==> src/rtl/mem_arb_if.sv <==
// Handshake bundle between the two cache requesters, the arbiter and the shared memory port.
// The slave modport is the arbiter's view; the master modport is the caches/memory side.
interface mem_arb_if #(
  parameter int ADDR_W = 28,
  parameter int DATA_W = 128
);
  logic              i_read;
  logic              i_write;
  logic [ADDR_W-1:0] i_addr;
  logic [DATA_W-1:0] i_wdata;
  logic [DATA_W-1:0] i_rdata;
  logic              i_ready;

  logic              d_read;
  logic              d_write;
  logic [ADDR_W-1:0] d_addr;
  logic [DATA_W-1:0] d_wdata;
  logic [DATA_W-1:0] d_rdata;
  logic              d_ready;

  logic              mem_read;
  logic              mem_write;
  logic [ADDR_W-1:0] mem_addr;
  logic [DATA_W-1:0] mem_wdata;
  logic [DATA_W-1:0] mem_rdata;
  logic              mem_ready;

  logic              grant_d;
  logic              busy;

  modport slave (
    input  i_read, i_write, i_addr, i_wdata,
    output i_rdata, i_ready,
    input  d_read, d_write, d_addr, d_wdata,
    output d_rdata, d_ready,
    output mem_read, mem_write, mem_addr, mem_wdata,
    input  mem_rdata, mem_ready,
    output grant_d, busy
  );

  modport master (
    output i_read, i_write, i_addr, i_wdata,
    input  i_rdata, i_ready,
    output d_read, d_write, d_addr, d_wdata,
    input  d_rdata, d_ready,
    input  mem_read, mem_write, mem_addr, mem_wdata,
    output mem_rdata, mem_ready,
    input  grant_d, busy
  );
endinterface

==> src/rtl/mem_arbiter.sv <==
// Round-robin arbiter sharing one memory port between the I-cache and the D-cache.
//   state   | meaning
//   IDLE    | no owner; arbitrate between pending requests
//   SERVE_I | I-cache owns the port, waiting for mem_ready
//   SERVE_D | D-cache owns the port, waiting for mem_ready
//   RELEASE | one-cycle gap with the memory request dropped
module mem_arbiter #(
  parameter int ADDR_W = 28,
  parameter int DATA_W = 128
) (
  input  logic      clk,
  input  logic      rst,
  mem_arb_if.slave  bus
);

  typedef enum logic [1:0] {IDLE, SERVE_I, SERVE_D, RELEASE} state_t;

  state_t            state;
  logic              last_grant;
  logic              mem_read_q;
  logic              mem_write_q;
  logic [ADDR_W-1:0] mem_addr_q;
  logic [DATA_W-1:0] mem_wdata_q;

  logic i_req;
  logic d_req;
  logic pick_i;

  assign i_req  = bus.i_read | bus.i_write;
  assign d_req  = bus.d_read | bus.d_write;
  // On a tie the side that did not win last time gets the port.
  assign pick_i = i_req & (~d_req | last_grant);

  always_ff @(posedge clk or posedge rst) begin
    if (rst) begin
      state       <= IDLE;
      last_grant  <= 1'b1;
      mem_read_q  <= 1'b0;
      mem_write_q <= 1'b0;
      mem_addr_q  <= '0;
      mem_wdata_q <= '0;
    end else begin
      case (state)
        IDLE: begin
          if (pick_i) begin
            state       <= SERVE_I;
            last_grant  <= 1'b0;
            mem_write_q <= bus.i_write;
            mem_read_q  <= bus.i_read & ~bus.i_write;
            mem_addr_q  <= bus.i_addr;
            mem_wdata_q <= bus.i_wdata;
          end else if (d_req) begin
            state       <= SERVE_D;
            last_grant  <= 1'b1;
            mem_write_q <= bus.d_write;
            mem_read_q  <= bus.d_read & ~bus.d_write;
            mem_addr_q  <= bus.d_addr;
            mem_wdata_q <= bus.d_wdata;
          end
        end
        SERVE_I, SERVE_D: begin
          if (bus.mem_ready) begin
            state       <= RELEASE;
            mem_read_q  <= 1'b0;
            mem_write_q <= 1'b0;
            mem_addr_q  <= '0;
            mem_wdata_q <= '0;
          end
        end
        RELEASE: state <= IDLE;
        default: state <= IDLE;
      endcase
    end
  end

  assign bus.mem_read  = mem_read_q;
  assign bus.mem_write = mem_write_q;
  assign bus.mem_addr  = mem_addr_q;
  assign bus.mem_wdata = mem_wdata_q;

  // Completion is combinational so the cache sees ready in the same cycle as mem_ready.
  assign bus.i_ready = (state == SERVE_I) & bus.mem_ready;
  assign bus.d_ready = (state == SERVE_D) & bus.mem_ready;
  assign bus.i_rdata = bus.mem_rdata;
  assign bus.d_rdata = bus.mem_rdata;

  assign bus.grant_d = (state == SERVE_D);
  assign bus.busy    = (state != IDLE);

endmodule

==> src/flat_wrapper.sv <==
// flat-port wrapper written by rule: the top's interface ports become plain ports
module mem_arbiter_flat 
#(
  parameter int ADDR_W = 28,
  parameter int DATA_W = 128
)
  (clk, rst, bus_i_read, bus_i_write, bus_i_addr, bus_i_wdata, bus_i_rdata, bus_i_ready, bus_d_read, bus_d_write, bus_d_addr, bus_d_wdata, bus_d_rdata, bus_d_ready, bus_mem_read, bus_mem_write, bus_mem_addr, bus_mem_wdata, bus_mem_rdata, bus_mem_ready, bus_grant_d, bus_busy);
  mem_arb_if #(.ADDR_W(ADDR_W), .DATA_W(DATA_W)) bus_i ();
  input  logic clk;
  input  logic rst;
  input wire logic [$bits(bus_i.i_read)-1:0] bus_i_read;
  input wire logic [$bits(bus_i.i_write)-1:0] bus_i_write;
  input wire logic [$bits(bus_i.i_addr)-1:0] bus_i_addr;
  input wire logic [$bits(bus_i.i_wdata)-1:0] bus_i_wdata;
  output wire logic [$bits(bus_i.i_rdata)-1:0] bus_i_rdata;
  output wire logic [$bits(bus_i.i_ready)-1:0] bus_i_ready;
  input wire logic [$bits(bus_i.d_read)-1:0] bus_d_read;
  input wire logic [$bits(bus_i.d_write)-1:0] bus_d_write;
  input wire logic [$bits(bus_i.d_addr)-1:0] bus_d_addr;
  input wire logic [$bits(bus_i.d_wdata)-1:0] bus_d_wdata;
  output wire logic [$bits(bus_i.d_rdata)-1:0] bus_d_rdata;
  output wire logic [$bits(bus_i.d_ready)-1:0] bus_d_ready;
  output wire logic [$bits(bus_i.mem_read)-1:0] bus_mem_read;
  output wire logic [$bits(bus_i.mem_write)-1:0] bus_mem_write;
  output wire logic [$bits(bus_i.mem_addr)-1:0] bus_mem_addr;
  output wire logic [$bits(bus_i.mem_wdata)-1:0] bus_mem_wdata;
  input wire logic [$bits(bus_i.mem_rdata)-1:0] bus_mem_rdata;
  input wire logic [$bits(bus_i.mem_ready)-1:0] bus_mem_ready;
  output wire logic [$bits(bus_i.grant_d)-1:0] bus_grant_d;
  output wire logic [$bits(bus_i.busy)-1:0] bus_busy;
  assign bus_i.i_read = bus_i_read;
  assign bus_i.i_write = bus_i_write;
  assign bus_i.i_addr = bus_i_addr;
  assign bus_i.i_wdata = bus_i_wdata;
  assign bus_i_rdata = bus_i.i_rdata;
  assign bus_i_ready = bus_i.i_ready;
  assign bus_i.d_read = bus_d_read;
  assign bus_i.d_write = bus_d_write;
  assign bus_i.d_addr = bus_d_addr;
  assign bus_i.d_wdata = bus_d_wdata;
  assign bus_d_rdata = bus_i.d_rdata;
  assign bus_d_ready = bus_i.d_ready;
  assign bus_mem_read = bus_i.mem_read;
  assign bus_mem_write = bus_i.mem_write;
  assign bus_mem_addr = bus_i.mem_addr;
  assign bus_mem_wdata = bus_i.mem_wdata;
  assign bus_i.mem_rdata = bus_mem_rdata;
  assign bus_i.mem_ready = bus_mem_ready;
  assign bus_grant_d = bus_i.grant_d;
  assign bus_busy = bus_i.busy;
  mem_arbiter #(.ADDR_W(ADDR_W), .DATA_W(DATA_W)) u_core (.clk(clk), .rst(rst), .bus(bus_i));
endmodule
==> config.mk <==
export PLATFORM = sky130hd
export DESIGN_NAME = mem_arbiter_flat
export DESIGN_NICKNAME = d
export VERILOG_FILES = /design/src/rtl/mem_arb_if.sv /design/src/rtl/mem_arbiter.sv /design/src/flat_wrapper.sv
export SDC_FILE = /design/constraint.sdc
export NUM_CORES = 1
export LEC_CHECK = 0
export ABC_AREA = 0
export CAP_MARGIN = 10
export CELL_PAD_IN_SITES_DETAIL_PLACEMENT = 0
export CELL_PAD_IN_SITES_GLOBAL_PLACEMENT = 1
export CORE_AREA = 2 2 341 343
export DETAILED_ROUTE_END_ITERATION = 8
export DIE_AREA = 0 0 343 345
export GPL_TIMING_DRIVEN = 1
export PLACE_DENSITY = 0.36
export SLEW_MARGIN = 20
export SYNTH_ARGS = -nofsm -noshare
export SYNTH_HDL_FRONTEND = slang
export SYNTH_SLANG_ARGS = --single-unit
==> constraint.sdc <==
create_clock -name clk -period 13.5 [get_ports clk]
set_input_delay 4.05 -clock clk [delete_from_list [all_inputs] [get_ports clk]]
set_output_delay 4.05 -clock clk [all_outputs]
set_load 0.01 [all_outputs]
# == Word-level counts from Yosys, hierarchy flattened ==
# Index checks and enable logic that the tools add are counted.
# classes
addsub,0
multipliers,0
n_div,0
magnitude_cmp,0
eq_ne,5
n_shift,0
muxes,21
bitwise,11
reduce_logical,8
# ops
cell,n
$mux W128,3
$pmux W128 S2,1
$mux W28,3
$pmux W28 S2,1
$mux W1,7
$mux W2,3
$pmux W2 S3,1
$reduce_bool A2 Y1,3
$and A1 B1 Y1,5
$eq A2 B2 Y1 const B,2
$pmux W1 S2,2
$reduce_and A2 Y1,2
$ne A3 B1 Y1 const B,1
$not A1 Y1,3
$or A1 B1 Y1,3
$reduce_and A3 Y1,1
$eq A2 B1 Y1 const B,1
$logic_not A2 Y1,1
$ne A2 B2 Y1 const B,1
$reduce_or A2 Y1,1
# word_totals
register_bits,161
latchBits,0
ram_bits,0
romBits,0
input_bits,447
out_inout_bits,418
elab_cells,51
memories,0

# == Longest topological paths before layout ==
# Gate-level depths: netlist of run 1.
# logic_depth
word_depth,6
depth_mapped,9
ltp_nobuf,6

# == Worst setup path after synthesis of run 1 ==
# No wires, ideal clock.
# synth_timing
path_type,input-to-output
start,in bus_mem_ready
end,out bus_d_ready
t_arrival_ns,4.196
required_time_ns,9.450
setup_slack_ns,5.254
cell_stages,1
n_path_buf,0
path_cell_list,and2_1
# synth_between
elab_chain_len,1
# synth_lines
element,line_no,text
from (decl),flat_wrapper.sv:28,input wire logic [$bits(bus_i.mem_ready)-1:0] bus_mem_ready;
$and A1 B1 Y1,mem_arbiter.sv:83,assign bus.d_ready = (state == SERVE_D) & bus.mem_ready;
to (decl),flat_wrapper.sv:22,output wire logic [$bits(bus_i.d_ready)-1:0] bus_d_ready;
# Every way passes these cells.

# == Worst setup path after layout of run 1 ==
# layout_timing
start,in bus_mem_ready
end,out bus_i_ready
# layout_between
elab_chain_len,1
# layout_lines
element,line_no,text
$and A1 B1 Y1,mem_arbiter.sv:82,assign bus.i_ready = (state == SERVE_I) & bus.mem_ready;
to (decl),flat_wrapper.sv:16,output wire logic [$bits(bus_i.i_ready)-1:0] bus_i_ready;
# Every way passes these cells.

==> flow_summary.json, run 1 <==
{
  "die_h_um": 345,
  "synth.area.top_cells": "dfrtp_1 (42%), buf_4 (21%), mux2i_1 (16%)",
  "ctsHoldBuffers": 0,
  "crit_path_top_delay_cell": "clkdlybuf4s50_1",
  "vdd_ir_drop_max_v": 0.0000920,
  "io_pins": 865,
  "grt.total_usage_pct": 6.15,
  "cts_made_buffers": 17,
  "port_buffers": 480,
  "critPathKind": "in -> out",
  "wirelength_mm": 36.7,
  "path_clk_slew_ps": 70,
  "htree_levels": 4,
  "yosysSeqAreaShare_pct": 42.1,
  "cts-root-buf": "clkbuf_16",
  "hold_start": "u_core.bus.mem_wdata[97]",
  "seqCellArea_mm2": 0.00403,
  "yosysMostFrequentCell": "buf_4",
  "syn_area_mm2": 0.00957,
  "hpwl_mm": 28.2,
  "syn-num-nets": 1431,
  "ctsLongestPathBuffers": 2,
  "clock-sinks": 161,
  "path_cells": "clkdlybuf4s50_1, and2_1, clkdlybuf4s50_1",
  "ys_ff_latch": 161,
  "yosysWarnings": 0,
  "setup-violations-final": 0,
  "grt_max_degree": 75,
  "core-area_mm2": 0.115,
  "cts-resized-gates": 0,
  "synthDistinctLibCells": 25,
  "initial_core_util_pct": 8.31,
  "drive_above_1_share_pct": 4.27,
  "wl_per_cell_um": 13.5,
  "min_delay_path_depth": 2,
  "syn_inst": 979,
  "critPathArrivalTime_ps": 5250,
  "drv_slew": 0,
  "critPathLaunchType": "primary input",
  "drtIter0Drc": 169,
  "ys_top_cells_by_count": "buf_4 (266), nand2_1 (162), dfrtp_1 (160)",
  "viasPerCell": 2.67,
  "vias": 7252,
  "crit_required_ps": 9450,
  "rsz0062_at_grt": "no",
  "skew_ps": 11.7,
  "cp_common_cell": "clkdlybuf4s50_1",
  "hp-class": "reg -> reg",
  "multi_input_area_mm2": 0.00321,
  "die_area_mm2": 0.118,
  "min_to": "u_core.bus.mem_wdata[97]",
  "ff2ff_path_depth": 8,
  "grt-ovfl-total": 0,
  "async_reset_ff_share_pct": 100,
  "r2r_slack_ps": 10540,
  "post_cts_buffers": 0,
  "crit_path_end_kind": "output port",
  "slew_headroom_pct": 38.3,
  "grt_pass1_vias": 7955,
  "syn2layout_area_growth_pct": 53.7,
  "fmax_ghz": 0.107,
  "powerDensity_mw_per_mm2": 200,
  "finalCritPeriodShare_pct": 68.9,
  "drc": 0,
  "worst_slew_pin_slew_ps": 926,
  "ant_nets": 0,
  "nFillCells": 13200,
  "total_power_w": 0.00293,
  "grt_pass1_wl_mm": 53.0,
  "gp_congestion": 0.684,
  "crit_fanout": 4,
  "status": "finished, final reports clean",
  "cts_tree": "built",
  "die_w_um": 343,
  "synth_area_leader_cell": "dfrtp_1",
  "diodes": 0,
  "period_needed_ps": 9300,
  "synth_edf_count": 0,
  "fin_tns_setup_ps": 0,
  "synth_ff_type": "dfrtp_1",
  "reg2reg_to": "u_core.bus.mem_wdata[36]",
  "synth.avg_cell_area_um2": 9.77,
  "r2r_start": "u_core.state[0]",
  "hold_viol": 0,
  "clk-insertion-delay-late_ps": 500,
  "max_stage_delay_ps": 540,
  "synth_top_area_share_pct": 41.9,
  "firstDrtPassIters": 6,
  "row_count": 125,
  "leakagePower_nw": 5.65,
  "antenna_found_initial": 1,
  "maxCapViolCount": 0,
  "final_nets": 1633
}
cell usage in the layout, fill, tap and decap left out, types with 2 or more instances in the layout:
master / count
clkdlybuf4s50_1: 480
nand2_1: 161
dfrtp_1: 160
mux2i_1: 156
o21ai_0: 96
o21ai_1: 63
clkbuf_16: 17
buf_4: 11
a21oi_1: 5
ha_1: 5
inv_1: 4
bufinv_16: 4
inv_6: 4
inv_8: 3
nor2_4: 2
nor2_1: 2
nor2b_1: 2
and2_1: 2
nand2b_1: 2
a31oi_1: 2
report_power, final:
| part | leakage (nW) | internal [W] | switching, W | total (W) |
|---|---|---|---|---|
| combinational | 3.30 | 0.000698 | 0.000838 | 0.00154 |
| sequential | 2.04 | 0.000712 | 0.000113 | 0.000825 |
| clock | 0.313 | 0.000319 | 0.000253 | 0.000573 |
metal layers:
metal / track usage, % / vias up / wire [um]
li1: - / 3402 / -
met1: 6.36 / 3319 / 13600
met2: 10.3 / 410 / 17800
met3: 2.71 / 121 / 3810
met4: 3.48 / 0 / 1520
met5: 0 / - / 0
worst max-delay path, delay by kind of cell:
kind,cells,cell delay (ps)
buffers and inverters,2,1050
AND/OR/NAND/NOR,1,160
worst max-delay path by stage:
stage,cells past startpoint,startpoint,slack (ps),end
2_1_floorplan,1,rst,5100,u_core.bus.mem_addr[0]
3_3_place_gp,3,bus_mem_ready,4180,bus_d_ready
3_5_place_dp,3,bus_mem_ready,4180,bus_i_ready
4_1_cts,3,bus_mem_ready,4180,bus_i_ready
5_1_grt,3,bus_mem_ready,4150,bus_i_ready
6_report,3,bus_mem_ready,4200,bus_i_ready
sequential cells by signal, summed over array words and instances, names as in the netlist:
name,cells
u_core.state,2
u_core.bus.mem_addr,28
u_core.bus.mem_read,1
u_core.last_grant,1
u_core.bus.mem_write,1
u_core.bus.mem_wdata,128
kinds of logic (layout without fill, tap and decap cells):
family,count (synthesis),count (layout),share of synthesized area (%)
buf+inv,313,528,24.4
simple gates,174,174,7.42
compound gates,170,170,9.10
flops,161,161,42.1
mux,156,156,16.3
fa+ha+maj,5,5,0.654
per-stage QoR:
step / utilization (%) / std cells / instance area, um^2 / setup WS, ps / hold WS [ps]
floorplan: - / 979 / 9570 / 5100 / 469
global placement: 12.2 / 2686 / 14100 / 4180 / 463
detailed placement: 12.2 / 2686 / 14100 / 4180 / 470
CTS: 12.8 / 2718 / 14700 / 4180 / 487
global route: 12.8 / 2718 / 14700 / 4150 / 506
finish: 12.8 / 2718 / 14700 / 4200 / 477
final cells by class:
cell class,instances,area share [%]
Clock buffer,19,3.01
Clock inverter,13,1.35
Inverter,5,0.179
Multi-Input combinational cell,505,21.8
Sequential cell,161,27.4
Tap cell,1524,13.0
Timing Repair Buffer,491,33.2
(Power assumes the default switching activity.)
==> run 2: changes to the inputs <==
--- a/config.mk
+++ b/config.mk
@@ -9,11 +9,11 @@
 export CAP_MARGIN = 10
 export CELL_PAD_IN_SITES_DETAIL_PLACEMENT = 0
 export CELL_PAD_IN_SITES_GLOBAL_PLACEMENT = 1
-export CORE_AREA = 2 2 341 343
+export CORE_AREA = 2 2 333 335
 export DETAILED_ROUTE_END_ITERATION = 8
-export DIE_AREA = 0 0 343 345
+export DIE_AREA = 0 0 335 337
 export GPL_TIMING_DRIVEN = 1
-export PLACE_DENSITY = 0.36
+export PLACE_DENSITY = 0.39
 export SLEW_MARGIN = 20
 export SYNTH_ARGS = -nofsm -noshare
 export SYNTH_HDL_FRONTEND = slang
==> constraint.sdc (replaced) <==
create_clock -name clk -period 8.3 [get_ports clk]
set_input_delay 2.49 -clock clk [delete_from_list [all_inputs] [get_ports clk]]
set_output_delay 2.49 -clock clk [all_outputs]
set_load 0.01 [all_outputs]
==> flow_summary.json, run 2 (synthesized netlist as in run 1, its figures left out) <==
{
  "cts_made_buffers": 17,
  "min_delay_path_depth": 2,
  "critPathLaunchType": "primary input",
  "finalCritPeriodShare_pct": 74.6,
  "crit_path_start": "bus_mem_ready",
  "cpLargestDelayFamily": "buffers and inverters",
  "critPathArrivalTime_ps": 3710,
  "r2r_slack_ps": 5550,
  "maxCapViolCount": 0,
  "nFillCells": 12500,
  "cts_tree": "built",
  "cp_num_buf_inv": 2,
  "cp_common_cell": "clkdlybuf4s50_1",
  "grt.total_usage_pct": 6.33,
  "die_h_um": 337,
  "critPathKind": "in -> out",
  "drtIter0Drc": 206,
  "initial_core_util_pct": 8.73,
  "htree_levels": 4,
  "slew_headroom_pct": 40.9,
  "hp-class": "reg -> reg",
  "hpwl_mm": 28.1,
  "period_needed_ps": 6200,
  "final_cell_mix": "clkdlybuf4s50_1 (480), nand2_1 (161), dfrtp_1 (160)",
  "drc": 0,
  "wirelength_mm": 36.7,
  "worst_slew_pin_slew_ps": 887,
  "instances_no_fill": 2616,
  "largest_register_ffs": 128,
  "powerDensity_mw_per_mm2": 322,
  "status": "finished, final reports clean",
  "core-area_mm2": 0.110,
  "ctsLongestPathBuffers": 2,
  "mostFrequentLayoutCell": "clkdlybuf4s50_1",
  "antenna_found_initial": 1,
  "hold_start": "u_core.bus.mem_wdata[123]",
  "die_w_um": 335,
  "grt_pass1_vias": 7711,
  "setup-violations-final": 0,
  "drive_above_1_share_pct": 3.95,
  "wl_per_cell_um": 14.0,
  "clock-sinks": 161,
  "viasPerCell": 2.78,
  "grt_pass1_wl_mm": 51.8,
  "cts-resized-gates": 0,
  "grt-ovfl-total": 0,
  "diodes": 0,
  "min_to": "u_core.bus.mem_wdata[123]",
  "fin_tns_setup_ps": 0,
  "final_nets": 1631,
  "die_area_mm2": 0.113,
  "row_count": 122,
  "crit_path_top_delay_cell": "clkdlybuf4s50_1",
  "cts-root-buf": "clkbuf_16",
  "vias": 7276,
  "ff2ff_path_depth": 7,
  "hold_viol": 0,
  "ctsHoldBuffers": 0,
  "crit_fanout": 4,
  "clk-insertion-delay-late_ps": 490,
  "fmax_ghz": 0.161,
  "path_cells": "clkdlybuf4s50_1, and2_1, clkdlybuf4s50_1",
  "setup_ws_ps": 2100,
  "grt_max_degree": 87,
  "vdd_ir_drop_max_v": 0.000232,
  "reg2reg_to": "u_core.bus.mem_wdata[111]",
  "drv_slew": 0,
  "r2r_start": "u_core.state[0]",
  "port_buffers": 480,
  "post_cts_buffers": 0,
  "max_stage_delay_ps": 530,
  "crit_required_ps": 5810,
  "place_worst_setup_slack_ps": 2100,
  "rsz0062_at_grt": "no",
  "io_pins": 865,
  "total_power_w": 0.00468,
  "path_clk_slew_ps": 60,
  "gp_congestion": 0.688,
  "cp.depth": 3,
  "skew_ps": 9.22,
  "leakagePower_nw": 5.63,
  "syn2layout_area_growth_pct": 52.1,
  "dp_cells": 2586,
  "firstDrtPassIters": 4,
  "ant_nets": 0,
  "whs_ps": 476,
  "crit_path_end_kind": "output port"
}
-- run 2: changes by cell type in the layout (fill, tap and decap cells not counted), sizes merged --
cell / delta
buf: -2
clkinvlp: +1
inv: -6
clkinv: +3
bufinv: -2
clkbuf: +2
-- run 2: area by class of cell --
type / count / area [um^2] / area share [%]
Sequential cell: 161 / 4030 / 27.7
Clock buffer: 21 / 470 / 3.23
Tap cell: 1426 / 1780 / 12.3
Inverter: 5 / 23.8 / 0.163
Timing Repair Buffer: 489 / 4920 / 33.8
Clock inverter: 9 / 108 / 0.739
Multi-Input combinational cell: 505 / 3210 / 22.1
-- run 2: worst max-delay path by stage --
stage	end	slack, ps
2_1_floorplan	u_core.bus.mem_addr[0]	1460
3_3_place_gp	bus_d_ready	2090
3_5_place_dp	bus_i_ready	2100
4_1_cts	bus_i_ready	2090
5_1_grt	bus_i_ready	2050
6_report	bus_i_ready	2100
-- run 2: metal layers --
metal  part of all wire, %  global-route usage [%]  wire, um
met2                    48                    10.6     17800
met5                     0                       0         0
met4                   4.9                    4.02      1780
met1                    37                    6.39     13600
met3                   9.6                    2.96      3540
-- run 2: worst min-delay path: stages, from the launching register on --
cell     delay, ps
dfrtp_1        340
nand2_1         40
o21ai_0         60
-- run 2: per-stage QoR --
stage	util, %	instance area [um^2]
after floorplan	-	9570
after global placement	12.7	14000
after detailed placement	12.7	14000
after CTS	13.3	14600
after global routing	13.3	14600
final	13.3	14600
-- run 2: power breakdown --
group | internal [W] | leakage (nW) | total (W) | switching (W)
sequential | 0.00116 | 2.04 | 0.00134 | 0.000180
combinational | 0.00115 | 3.31 | 0.00250 | 0.00135
clock | 0.000463 | 0.281 | 0.000842 | 0.000379
